## src/rtl/pipe_ctrl_pkg.sv

```systemverilog
// Shared state encoding and default MD latencies for the pipeline controller.
package pipe_ctrl_pkg;

  typedef enum logic [1:0] {
    RUN     = 2'd0,
    WAIT_MD = 2'd1,
    FLUSH   = 2'd2,
    RECOVER = 2'd3
  } state_t;

  localparam int unsigned MULT_CYC_DEF = 5;
  localparam int unsigned DIV_CYC_DEF  = 10;
  localparam int unsigned CNT_W_DEF    = 4;

endpackage

```

## src/rtl/pipe_ctrl_md_busy_cnt.sv

```systemverilog
// Multiply/divide occupancy counter; loads on an accepted md_start and counts down to idle.
module md_busy_cnt
  import pipe_ctrl_pkg::*;
#(
  parameter int unsigned MULT_CYC = MULT_CYC_DEF,
  parameter int unsigned DIV_CYC  = DIV_CYC_DEF,
  parameter int unsigned CNT_W    = CNT_W_DEF
) (
  input  logic             clk,
  input  logic             reset,
  input  logic             md_start,
  input  logic             md_is_div,
  input  logic             hold,
  output logic [CNT_W-1:0] cnt,
  output logic             md_busy
);

  logic accept;
  logic load;

  // hold marks the EX instruction as being killed, so its start never reaches the unit
  assign accept  = md_start & ~hold;
  assign load    = accept & (cnt == '0);
  assign md_busy = (cnt != '0) | accept;

  always_ff @(posedge clk or posedge reset) begin
    if (reset)
      cnt <= '0;
    else if (load)
      cnt <= md_is_div ? CNT_W'(DIV_CYC) : CNT_W'(MULT_CYC);
    else if (cnt != '0)
      cnt <= cnt - CNT_W'(1);
  end

endmodule

```

## src/rtl/pipe_ctrl.sv

```systemverilog
// Pipeline enable/clear sequencing: stalls, interrupt flush and eret redirect.
// Build option PIPE_CTRL_MD_EN adds the MD busy counter and the WAIT_MD drain state.
module pipe_ctrl
  import pipe_ctrl_pkg::*;
#(
  parameter int unsigned MULT_CYC = MULT_CYC_DEF,
  parameter int unsigned DIV_CYC  = DIV_CYC_DEF,
  parameter int unsigned CNT_W    = CNT_W_DEF
) (
  input  logic clk,
  input  logic reset,
  input  logic load_use,
  input  logic md_use,
  input  logic md_start,
  input  logic md_is_div,
  input  logic irq_req,
  input  logic eret_d,
  output logic en_pc,
  output logic en_fd,
  output logic clr_fd,
  output logic clr_de,
  output logic clr_em,
  output logic clr_mw,
  output logic pc_sel_exc,
  output logic pc_sel_epc,
  output logic irq_ack,
  output logic md_busy
);

  state_t           state;
  state_t           next_state;
  logic [CNT_W-1:0] cnt;
  logic             stall;

`ifdef PIPE_CTRL_MD_EN
  md_busy_cnt #(
    .MULT_CYC (MULT_CYC),
    .DIV_CYC  (DIV_CYC),
    .CNT_W    (CNT_W)
  ) u_md_busy_cnt (
    .clk       (clk),
    .reset     (reset),
    .md_start  (md_start),
    .md_is_div (md_is_div),
    .hold      (state == FLUSH),
    .cnt       (cnt),
    .md_busy   (md_busy)
  );
`else
  // With no MD unit the counter reads as permanently idle, so WAIT_MD is unreachable
  logic unused_md;
  assign cnt       = '0;
  assign md_busy   = 1'b0;
  assign unused_md = ^{md_start, md_is_div, (MULT_CYC != DIV_CYC)};
`endif

  assign stall = load_use | (md_busy & md_use);

  always_ff @(posedge clk or posedge reset) begin
    if (reset)
      state <= RUN;
    else
      state <= next_state;
  end

  always_comb begin
    next_state = state;
    case (state)
      RUN:     if (irq_req) next_state = (cnt == '0) ? FLUSH : WAIT_MD;
      // leave on the edge where the counter reaches zero so FLUSH sees an idle unit
      WAIT_MD: if (cnt <= CNT_W'(1)) next_state = FLUSH;
      FLUSH:   next_state = RECOVER;
      RECOVER: next_state = RUN;
      default: next_state = RUN;
    endcase
  end

  always_comb begin
    en_pc      = 1'b0;
    en_fd      = 1'b0;
    clr_fd     = 1'b0;
    clr_de     = 1'b0;
    clr_em     = 1'b0;
    clr_mw     = 1'b0;
    pc_sel_exc = 1'b0;
    pc_sel_epc = 1'b0;
    irq_ack    = 1'b0;
    case (state)
      FLUSH: begin
        en_pc      = 1'b1;
        pc_sel_exc = 1'b1;
        irq_ack    = 1'b1;
        clr_fd     = 1'b1;
        clr_de     = 1'b1;
        clr_em     = 1'b1;
      end
      WAIT_MD: clr_de = 1'b1;
      default: begin
        if (stall) begin
          clr_de = 1'b1;
        end else if (eret_d) begin
          en_pc      = 1'b1;
          en_fd      = 1'b1;
          pc_sel_epc = 1'b1;
          clr_fd     = 1'b1;
        end else begin
          en_pc = 1'b1;
          en_fd = 1'b1;
        end
      end
    endcase
  end

endmodule

```

## config.mk

```make
export PLATFORM = sky130hd
export DESIGN_NAME = pipe_ctrl
export DESIGN_NICKNAME = d
export VERILOG_FILES = /design/src/rtl/pipe_ctrl_pkg.sv /design/src/rtl/pipe_ctrl_md_busy_cnt.sv /design/src/rtl/pipe_ctrl.sv
export SDC_FILE = /design/constraint.sdc
export NUM_CORES = 1
export LEC_CHECK = 0
export ABC_CLOCK_PERIOD_IN_PS = 1200
export BUFFER_PORTS_ARGS = -buffer_cell sky130_fd_sc_hd__buf_2
export CAP_MARGIN = 15
export CORE_AREA = 2 2 39 41
export DETAILED_ROUTE_END_ITERATION = 10
export DIE_AREA = 0 0 41 43
export SYNTH_ARGS = -nofsm -noshare
export SYNTH_HDL_FRONTEND = slang
export SYNTH_SLANG_ARGS = --single-unit
```

## constraint.sdc

```tcl
create_clock -name clk -period 1.2 [get_ports clk]
set_clock_uncertainty 0.05 [all_clocks]
set_input_delay 0.06 -clock clk [delete_from_list [all_inputs] [get_ports clk]]
set_output_delay 0.06 -clock clk [all_outputs]
set_load 0.1 [all_outputs]
```

==> run metrics <==
drt initial violations=0; PortBufs=12; Worst EP arrival=approximately 1.4 ns; Setup CP Type=flip-flop to primary output; RSZ-0062 raised after global routing=yes; placed insts=52; max reg flops=2; Clk Latency, worst-skew pair=between 0.2 and 0.25 ns; PnR worst setup slack=-0.335 ns; first-pass GRT wire length=approximately 940 um; Synth warnings=0; antenna violations before repair=0; hold violation count in the final report=0; Wirelength per Cell=about 8.3 um; Avg Inst Size Synth=9.33 um2; most frequent cells in the layout=8 x buf_12, 7 x buf_4, 4 x buf_2; Worst setup startpoint=state[0]; WHS Path Cells=3; reg2reg start=state[0]; Most flops, register=state; initial core utilization=14.8%; full die area=around 1800 um2; most common cell after layout, fill and taps aside=buf_12; Yosys cell types=10; vias in the first global route=approximately 230; Area contributors post-synth=dfrtp_1 24%, ha_1 18%, mux2i_1 15%, buf_4 15%, inv_1 9.1%; Period minus WS final=between 1.5 and 2 ns; layout cells sized above 1=between 70% and 80%; final core occ=between 30 and 40%; f_max=652 MHz; Reg clk slew, reported paths=about 0.03 ns; failing checks=setup timing; Pins Over Slew Limit=0; setup slack, reg-to-reg=0.02 ns; Final Setup Violations=8; Seq cells post-synth=2; Remaining DRCs=0; status=complete, but fails checks; DIE HEIGHT=roughly 43 um; area grow syn2layout=156%; clk sink count=2; top cell type by total area after synthesis=dfrtp_1; CTS tree=done; Top Registers=state x2; largest net degree at the start of global routing=5; CP endpoint kind=primary output; CTS Buf Count=3; GP Congestion=between 0.6 and 0.7; required time worst endpoint=roughly 1.1 ns; DR vias=212; ant diodes=0; Hold EP=state[1]; Root Driver=clkbuf_4; Post-Layout Inst Area=approximately 530 um2; row count=14; drt first pass iters=1; Synth Cell Area=just over 200 um2; Final #Nets=56; period utilization=128%; Post-Place Cell Area=457 um2; Reg2Reg Capture Point=state[0]; worst hold path type=input pin to flip-flop; number of non-filler instances in the completed layout=between 50 and 60; Synth top area share=around a quarter; total of max-cap violations=0; critical-path maximum fanout=4; WL final=between 400 and 500 um; GRT Util Overall=about 8.5%; post-synthesis sequential area ratio=24.4%; Cells after Synth=22; Final ANT Viol Nets=0; clock buffer depth=2; H-tree levels=1; worst min-delay path startpoint=irq_req; dpl hpwl=383 um; core footprint=approximately 1400 um2; total grt overflow=0; IO Pins=18; CP Launch Type=flip-flop; dpl ws=-0.105 ns; die width=41 um; Via-to-Cell Ratio=3.59; Worst Reg-to-Reg Cells=6
-- kinds of logic (layout without fill, tap and decap cells) --
group	Yosys count	count (layout)	synth area share [%]
buffers and inverters	9	29	23.8
adders and majority gates	3	3	18.3
muxes	3	3	14.6
and+or+nand+nor	3	3	12.8
DFF	2	2	24.4
other	1	2	1.83
AOI/OAI and AO/OA	1	1	4.27
-- final cells by class --
cell class	count	area [um2]
Timing Repair Buffer	21	254
Sequential cell	2	50.0
Fill cell	146	858
Inverter	5	22.5
Multi-Input combinational cell	12	156
Tap cell	16	20.0
Clock buffer	3	22.5
-- how the worst max path moves through the flow --
stage                        end
final                     clr_fd
after floorplan           clr_de
after global placement    clr_fd
after CTS                 clr_fd
after global routing      clr_fd
after detailed placement  clr_fd
-- cell usage after synthesis --
library cell	number
inv_1	5
a22o_1	1
dfrtp_1	2
ha_1	3
nor2_2	1
nand2b_4	1
conb_1	1
and2_1	1
mux2i_1	3
buf_4	4
-- per-layer routing --
metal,global-route usage [%],wire length [um],vias up
li1,-,-,106
met1,8.95,160,97
met2,10.9,282,7
met3,6.81,38,2
met4,6.00,7,0
met5,0,0,-
-- metrics by stage --
stage	hold WS (ns)	TNS, ns
after detailed placement	-0.137	-0.363
after global placement	-0.140	-0.339
after floorplan	-0.249	-3.81
after global routing	0.110	-2.65
final	0.102	-2.06
after CTS	0.0985	-2.02
-- critical path, cell delays in order (launching register included) --
cell     delay (ns)
dfrtp_1        0.38
inv_2          0.10
ha_4           0.23
nor2_4         0.14
a22o_2         0.18
buf_12         0.17
-- what timing repair did --
| item | in CTS | in global routing |
|---|---|---|
| hold buffers | 1 | 0 |
| setup buffers | 1 | 2 |
| gates resized for setup | 1 | 2 |
| hold endpoints to repair | 2 | 0 |
| setup endpoints to repair | 8 | 9 |
Power is not shown: default switching activity piles up to over one toggle a cycle in this logic, so the estimate is an artifact.
